==> src/rtl/shot_pkg.sv <==
// Shared types and defaults for the shot evaluator (see SHOT_DEBOUNCE_EN in shot_evaluator).
package shot_pkg;

  typedef enum logic [1:0] {
    EMPTY    = 2'd0,
    READY    = 2'd1,
    COOLDOWN = 2'd2
  } shot_state_t;

  localparam int HIT_COUNT_MAX           = 255;
  localparam int DEFAULT_AMMO            = 3;
  localparam int DEFAULT_COOLDOWN_CYCLES = 3_250_000;
  localparam int DEFAULT_DEBOUNCE_CYCLES = 65_000;

  // Score increment that holds at the ceiling instead of wrapping.
  function automatic logic [7:0] sat_inc8(input logic [7:0] value);
    logic [7:0] result;
    if (value == 8'(HIT_COUNT_MAX)) begin
      result = value;
    end else begin
      result = value + 8'd1;
    end
    return result;
  endfunction

endpackage

==> src/rtl/click_debouncer.sv <==
// Mouse-button debouncer: level follows raw only after raw holds a new value
// for DEBOUNCE_CYCLES consecutive clk cycles.
module click_debouncer #(
  parameter int DEBOUNCE_CYCLES = 65_000
) (
  input  logic clk,
  input  logic rst,
  input  logic raw,
  output logic level
);

  localparam int CNT_W = (DEBOUNCE_CYCLES > 1) ? $clog2(DEBOUNCE_CYCLES) : 1;
  localparam logic [CNT_W-1:0] CNT_LAST = CNT_W'(DEBOUNCE_CYCLES - 1);

  logic [CNT_W-1:0] cnt_r;

  // Count consecutive cycles of disagreement; flip the level once the run is long enough.
  always_ff @(posedge clk) begin
    if (rst) begin
      cnt_r <= {CNT_W{1'b0}};
      level <= 1'b0;
    end else if (raw == level) begin
      cnt_r <= {CNT_W{1'b0}};
    end else if (cnt_r == CNT_LAST) begin
      cnt_r <= {CNT_W{1'b0}};
      level <= raw;
    end else begin
      cnt_r <= cnt_r + CNT_W'(1);
    end
  end

endmodule

==> src/rtl/shot_evaluator.sv <==
// Turns trigger pulls into one-cycle hit/miss events with ammo, cooldown and score.
// Optional build macro SHOT_DEBOUNCE_EN inserts click_debouncer on mouse_left.
module shot_evaluator
  import shot_pkg::*;
#(
  parameter int AMMO            = DEFAULT_AMMO,
  parameter int COOLDOWN_CYCLES = DEFAULT_COOLDOWN_CYCLES,
  parameter int DEBOUNCE_CYCLES = DEFAULT_DEBOUNCE_CYCLES
) (
  input  logic                       clk,
  input  logic                       rst,
  input  logic                       mouse_left,
  input  logic                       mouse_on_target,
  input  logic                       target_active,
  input  logic                       round_start,
  output logic                       hit,
  output logic                       miss,
  output logic [$clog2(AMMO+1)-1:0]  ammo,
  output logic [7:0]                 hit_count,
  output logic                       busy
);

  localparam int AMMO_W = $clog2(AMMO + 1);
  localparam int CNT_W  = (COOLDOWN_CYCLES > 1) ? $clog2(COOLDOWN_CYCLES) : 1;
  localparam logic [CNT_W-1:0] CNT_LOAD = CNT_W'(COOLDOWN_CYCLES - 1);

  logic btn_s;
  logic btn_q_r;
  logic fire_s;

`ifdef SHOT_DEBOUNCE_EN
  click_debouncer #(
    .DEBOUNCE_CYCLES (DEBOUNCE_CYCLES)
  ) u_click_debouncer (
    .clk   (clk),
    .rst   (rst),
    .raw   (mouse_left),
    .level (btn_s)
  );
`else
  assign btn_s = mouse_left;
`endif

  assign fire_s = btn_s & ~btn_q_r;

  shot_state_t       state_r, state_nx_s;
  logic [CNT_W-1:0]  cnt_r, cnt_nx_s;
  logic [AMMO_W-1:0] ammo_nx_s;
  logic [7:0]        hit_count_nx_s;
  logic              hit_nx_s, miss_nx_s, busy_nx_s;

  // Next-state, ammo, score and pulse decode; round_start overrides everything.
  always_comb begin
    state_nx_s     = state_r;
    cnt_nx_s       = cnt_r;
    ammo_nx_s      = ammo;
    hit_count_nx_s = hit_count;
    hit_nx_s       = 1'b0;
    miss_nx_s      = 1'b0;
    if (round_start) begin
      state_nx_s = READY;
      ammo_nx_s  = AMMO_W'(AMMO);
      cnt_nx_s   = {CNT_W{1'b0}};
    end else begin
      case (state_r)
        EMPTY: begin
          state_nx_s = EMPTY;
        end
        READY: begin
          if (fire_s && (ammo != {AMMO_W{1'b0}})) begin
            if (target_active && mouse_on_target) begin
              hit_nx_s       = 1'b1;
              hit_count_nx_s = sat_inc8(hit_count);
            end else begin
              miss_nx_s = 1'b1;
            end
            ammo_nx_s = ammo - AMMO_W'(1);
            if (ammo == AMMO_W'(1)) begin
              state_nx_s = EMPTY;
            end else begin
              state_nx_s = COOLDOWN;
              cnt_nx_s   = CNT_LOAD;
            end
          end else begin
            state_nx_s = READY;
          end
        end
        COOLDOWN: begin
          if (cnt_r == {CNT_W{1'b0}}) begin
            state_nx_s = READY;
          end else begin
            cnt_nx_s = cnt_r - CNT_W'(1);
          end
        end
        default: begin
          state_nx_s = EMPTY;
          cnt_nx_s   = {CNT_W{1'b0}};
        end
      endcase
    end
    busy_nx_s = (state_nx_s == COOLDOWN);
  end

  // State and registered outputs.
  always_ff @(posedge clk) begin
    if (rst) begin
      state_r   <= EMPTY;
      cnt_r     <= {CNT_W{1'b0}};
      btn_q_r   <= 1'b0;
      ammo      <= {AMMO_W{1'b0}};
      hit_count <= 8'd0;
      hit       <= 1'b0;
      miss      <= 1'b0;
      busy      <= 1'b0;
    end else begin
      state_r   <= state_nx_s;
      cnt_r     <= cnt_nx_s;
      btn_q_r   <= btn_s;
      ammo      <= ammo_nx_s;
      hit_count <= hit_count_nx_s;
      hit       <= hit_nx_s;
      miss      <= miss_nx_s;
      busy      <= busy_nx_s;
    end
  end

endmodule

==> config.mk <==
export PLATFORM = sky130hd
export DESIGN_NAME = shot_evaluator
export DESIGN_NICKNAME = d
export VERILOG_FILES = /design/src/rtl/shot_pkg.sv /design/src/rtl/click_debouncer.sv /design/src/rtl/shot_evaluator.sv
export SDC_FILE = /design/constraint.sdc
export NUM_CORES = 1
export LEC_CHECK = 0
export BUFFER_PORTS_ARGS = -buffer_cell sky130_fd_sc_hd__buf_2
export CAP_MARGIN = 40
export CORE_MARGIN = 2
export CORE_UTILIZATION = 53
export DETAILED_ROUTE_END_ITERATION = 8
export PLACE_DENSITY = 0.75
export REMOVE_ABC_BUFFERS = 1
export SYNTH_ARGS = -nofsm -noshare
export SYNTH_HDL_FRONTEND = slang
export SYNTH_HIERARCHICAL = 1
export SYNTH_SLANG_ARGS = --single-unit
==> constraint.sdc <==
create_clock -name clk -period 2.2 [get_ports clk]
set_input_delay 0.11 -clock clk [delete_from_list [all_inputs] [get_ports clk]]
set_output_delay 0.11 -clock clk [all_outputs]
set_load 0.05 [all_outputs]
; ---- After elaboration in Yosys (flattened, before gate mapping)
; Cells that the tools add are included.
[classes]
addsub = 3
eq_ne = 8
muxes = 14
bitwise = 7
reduce_logical = 12
[ops]
columns = op, n
row1 = 2-to-1 mux 22 bit, 3
row2 = one-hot mux 22 bit (3 select lines), 1
row3 = zero test 22 bit, 1
row4 = subtractor 22 x 1 -> 22 bit (second input constant), 1
row5 = 2-to-1 mux 2 bit, 7
row6 = adder 8 x 1 -> 8 bit (second input constant), 1
row7 = == test 8 bit (second input constant), 1
row8 = inequality test 2 bit (second input constant), 3
row9 = NOT 1 bit, 6
row10 = nonzero test 2 bit, 3
row11 = AND reduction 5 bit, 1
row12 = == test 2 x 1 -> 1 bit (second input constant), 2
row13 = == test 2 bit (second input constant), 2
row14 = one-hot mux 2 bit (2 select lines), 1
row15 = AND reduction 4 bit, 1
row16 = OR reduction 4 bit, 1
row17 = logical AND 1 bit, 2
row18 = zero test 2 bit, 1
row19 = 2-to-1 mux 1 bit, 2
row20 = AND reduction 2 bit, 1
row21 = OR reduction 2 bit, 1
row22 = subtractor 2 x 1 -> 2 bit (second input constant), 1
row23 = AND 1 bit, 1
[word_totals]
register_bits = 38
in_bits = 6
out_inout_bits = 13
wordCells = 52

; ---- Longest topological paths before layout
[depth]
word_depth = 7
depth_mapped = 10
mapped_depth_nobuf = 7

; ---- Least setup slack after synthesis
; OpenSTA, ideal clock, no wires.
[synth_path]
path_type = register -> register
start = register ammo[0]
end = register cnt_r[14]
setup_time_ps = 75
t_arrival_ps = 2633
required_ps = 2125
slack_ps = -508
stages_incl_launch_ff = 9
n_path_buf = 1
synth_period_minus_slack_ps = 2708
cell_sequence = dfxtp_1 inv_1 ha_1 or4b_1 a21o_1 a21o_1 buf_6 or4_1 o22ai_1
[synth_via]
elab_chain_len = 4
elab_cells_between_ends = 6
cone_classes = 3 x eq/ne / 3 x reduce/logical
[synth_rtl]
columns = element, line
row1 = "start, declared", shot_evaluator.sv:18  ; output logic [$clog2(AMMO+1)-1:0] ammo,
row2 = "start signal, assigned", shot_evaluator.sv:110  ; ammo <= {AMMO_W{1'b0}};
row3 = "start signal, assigned", shot_evaluator.sv:119  ; ammo <= ammo_nx_s;
row4 = nonzero test 2 bit, shot_evaluator.sv:70  ; if (fire_s && (ammo != {AMMO_W{1'b0}})) begin
row5 = logical AND 1 bit, shot_evaluator.sv:70
row6 = inequality test 2 bit (no source line), -
row7 = AND reduction 4 bit (no source line) (*), -
row8 = "end signal, assigned", shot_evaluator.sv:108  ; cnt_r <= {CNT_W{1'b0}};
row9 = "end signal, assigned", shot_evaluator.sv:117  ; cnt_r <= cnt_nx_s;
row10 = "end, declared", shot_evaluator.sv:47  ; logic [CNT_W-1:0] cnt_r, cnt_nx_s;
; Mark *: on every way between the ends. The rest lies on a longest branch, timed or not.
; A chain may end at the register's enable or synchronous reset.

; ---- Worst setup path in the final report
[layout_path]
start = register ammo[0]
end = register cnt_r[11]
; Same word-level chain as after synthesis.

==> run_results.csv <==
group,metric,value,unit
clocking,cts_hold_buf,0,
routing,top_layer,"met4",
finish,nNetsFinal,323,
routing,via_count,2193,
floorplanning,initial_core_util,54.2,%
timing,rsz0062_at_grt,"true",
place,dpl.cell_count,347,
finish,diodes,0,
clocking,tritoncts,"done",
finish,seq_area,767,µm²
finish,area_growth,23.5,%
routing,drc,0,
timing,slew_violations,0,
synth,synth_cell_types,49,
worst_setup_path,cp_cell_sequence,"inv_4, ha_4, or4b_4, a21o_4, or3b_1, or4_1, a31oi_1",
place,place_area,2400,µm²
floorplanning,die_area,4550,µm²
timing,slew_headroom,64.9,%
timing,post-route-period-util,102,%
synth,syn-instance-count,270,
worst_hold_path,worstHoldEndpoint,"btn_q_r",
timing,hold_viol,0,
worst_hold_path,hold_path_depth,2,
finish,num-fill-cells,315,
synth,synth-seq-cells,38,
worst_setup_path,crit_path_start_kind,"flip-flop",
worst_setup_path,reg2reg_slack,-0.04,ns
power_and_ir_drop,power_density,536,nW/µm²
clocking,cts_buffers,5,
worst_setup_path,crit_path_end_kind,"flip-flop",
finish,final_cells,358,
timing,setup_viol,1,
place,hpwl,3.75,mm
routing,wl_met2,2.61,mm
synth,synth_area,2140,µm²
floorplanning,core,3940,µm²
worst_setup_path,cpPeakStageDelay,0.49,ns
clocking,root_buffer,"clkbuf_8",
run,drv_cap,0,
timing,period_minus_slack,2.24,ns
synth,synth_top_area_share,35.6,%
finish,layout_common_cells,"dfxtp_1 (35), buf_4 (27), nor2_1 (22), o21ai_0 (21), a21oi_1 (21)",
synth,synth_warnings,6,
routing,wl_met3,284,µm
clocking,cts.sinks,38,
synth,yosys_most_used_dff,"dfxtp_1",
routing,finalWirelength,5.52,mm
worst_setup_path,worst_ep_required_time,2.43,ns
worst_setup_path,regToRegEndpoint,"cnt_r[11]",
finish,multiInputGateArea,1370,µm²
synth,syn_area_per_cell,7.91,µm²
floorplanning,fp-row-count,23,
timing,postLayoutSetupSlackWorst,-0.0441,ns
power_and_ir_drop,power,1.41,mW
synth,synth_area_leaders,"dfxtp_1 (36%), a21oi_1 (5.6%), o21ai_0 (5.2%)",
routing,wl_per_cell,15.4,µm
timing,skew,0.00495,ns
status,violations,"setup timing",
timing,fmax,446,MHz
floorplanning,io_pins,19,
worst_hold_path,hold_class,"input pin to flip-flop",
power_and_ir_drop,leakage,1.03,nW
worst_setup_path,critPathTopFamily,"simple AND/OR/NAND/NOR gates",
floorplanning,fp.dieW,67.5,µm
clocking,clk_path_buf_depth,2,
global_route,gr-usage-all-layers,25.6,%
worst_hold_path,min-delay-start,"mouse_left",
clocking,path_clk_slew,0.07,ns
finish,postLayoutCellArea,2640,µm²
worst_setup_path,cp_data_arrival_time,2.47,ns
routing,drtAntennaViolNets,0,
place,post-place-ws,-0.157,ns
finish,drive_above_1_share,25.6,%
timing,worstMarginPinSlew,0.527,ns
worst_setup_path,r2r-start,"ammo[0]",
worst_setup_path,crit_fanout,4,
global_route,gr-total-overflow,0,
clocking,clkLatencyLatePin,0.29,ns
finish,final_common_cell,"dfxtp_1",
place,io_buffers,18,
worst_setup_path,r2r_cells,7,
global_route,grt_max_degree,19,
routing,viasPerCell,6.13,
worst_setup_path,crit_slowest_cell,"or4b_4",
worst_setup_path,worst-path-buf-inv,1,
clocking,htreeDepth,2,
synth,synthArstFlopShare,0,%
global_route,grt_pass1_vias,1956,
floorplanning,die_y,67.5,µm
routing,drtIter0Drc,188,
worst_setup_path,critical_path_class,"flip-flop to flip-flop",
global_route,grt_pass1_wl,8.87,mm
status,outcome,"complete, but fails checks",
global_route,antenna_found_initial,0,
synth,ys_seq_area_share,35.6,%
routing,first_pass_iters,5,
place,routabilityCongestion,0.862,
power_and_ir_drop,irDropWorstVdd,0.000439,V
synth,synth_top_area_cell,"dfxtp_1",
routing,wl_met1,2.55,mm
synth,synth_edf_count,0,
[worst register-to-register path, stage by stage, from the launching register on]
cell,delay (ns)
dfxtp_4,0.38
inv_4,0.04
ha_4,0.15
or4b_4,0.49
a21o_4,0.24
or3b_1,0.36
or4_1,0.40
a31oi_1,0.13
[cell families after synthesis]
logic type	count (synthesis)	synth area share (%)
XOR/XNOR	4	1.64
flip-flops	38	35.6
AND/OR/NAND/NOR	114	29.9
adder cells (fa/ha/maj)	8	4.69
multiplexers	1	0.469
AO/OA/AOI/OAI	78	22.4
buffers and inverters	27	5.21
[layer usage]
layer	vias up	track usage [%]
met3	8	6.00
met4	0	8.93
met1	1041	34.6
met2	74	40.0
met5	-	0
li1	1070	-
[state kept, by name, indices dropped and copies added (netlist names)]
signal	flops
busy	1
btn_q_r	1
ammo	2
hit	1
state_r	2
miss	1
hit_count	8
cnt_r	22
[what timing repair did]
item,4_1_cts,5_1_grt
setup endpoints to repair,19,18
buffers inserted,1,3
gates cloned,1,0
pin swaps,6,9
resized for setup,10,20
hold endpoints to repair,0,0
[worst max-delay path by stage]
stage | cells past startpoint | start | to
global route | 7 | ammo[0] | cnt_r[11]
finish | 7 | ammo[0] | cnt_r[11]
floorplan | 7 | ammo[0] | cnt_r[14]
detailed placement | 7 | ammo[0] | cnt_r[13]
global placement | 7 | ammo[0] | cnt_r[14]
CTS | 7 | ammo[1] | cnt_r[11]
[cells in the mapped netlist (2+ instances only)]
master    instances
or4_1             6
dfxtp_1          38
xnor2_1           3
and3_1            3
a21o_1            3
a22oi_1           2
a31oi_1           4
a21oi_1          24
inv_1            12
o31ai_1           4
a211oi_1          5
nand2_1          21
nor2b_1           4
o31a_1            2
nor2_1           22
nand3_1          12
o211ai_1          3
o22ai_1           2
or3_1             9
buf_2             2
a2111o_1          2
o21ai_0          22
clkbuf_1         12
nor3_1            9
ha_1              8
nor4_1            6
and2_1            3
and4_1            4
nand4_1           3
[metrics by stage]
step	utilization [%]	TNS, ns	hold WS, ns
after floorplan	-	-8.44	0.179
after global placement	60.9	-0.552	0.363
after detailed placement	60.9	-1.17	0.384
after CTS	64.0	-0.0139	0.0781
after global routing	66.9	-0.179	0.109
final	66.9	-0.0441	0.0816
[report_power, final]
| part | switching, mW | leakage (nW) | internal, mW |
|---|---|---|---|
| sequential | 0.0102 | 0.309 | 0.698 |
| combinational | 0.131 | 0.674 | 0.100 |
| clock | 0.234 | 0.0431 | 0.242 |
[area by class of cell]
class / instances / share of cell area, %
Sequential cell: 38 / 29.1
Multi-Input combinational cell: 206 / 52.1
Inverter: 12 / 1.80
Timing Repair Buffer: 46 / 11.5
Tap cell: 50 / 2.37
Clock buffer: 6 / 3.13
(Power assumes the default switching activity.)
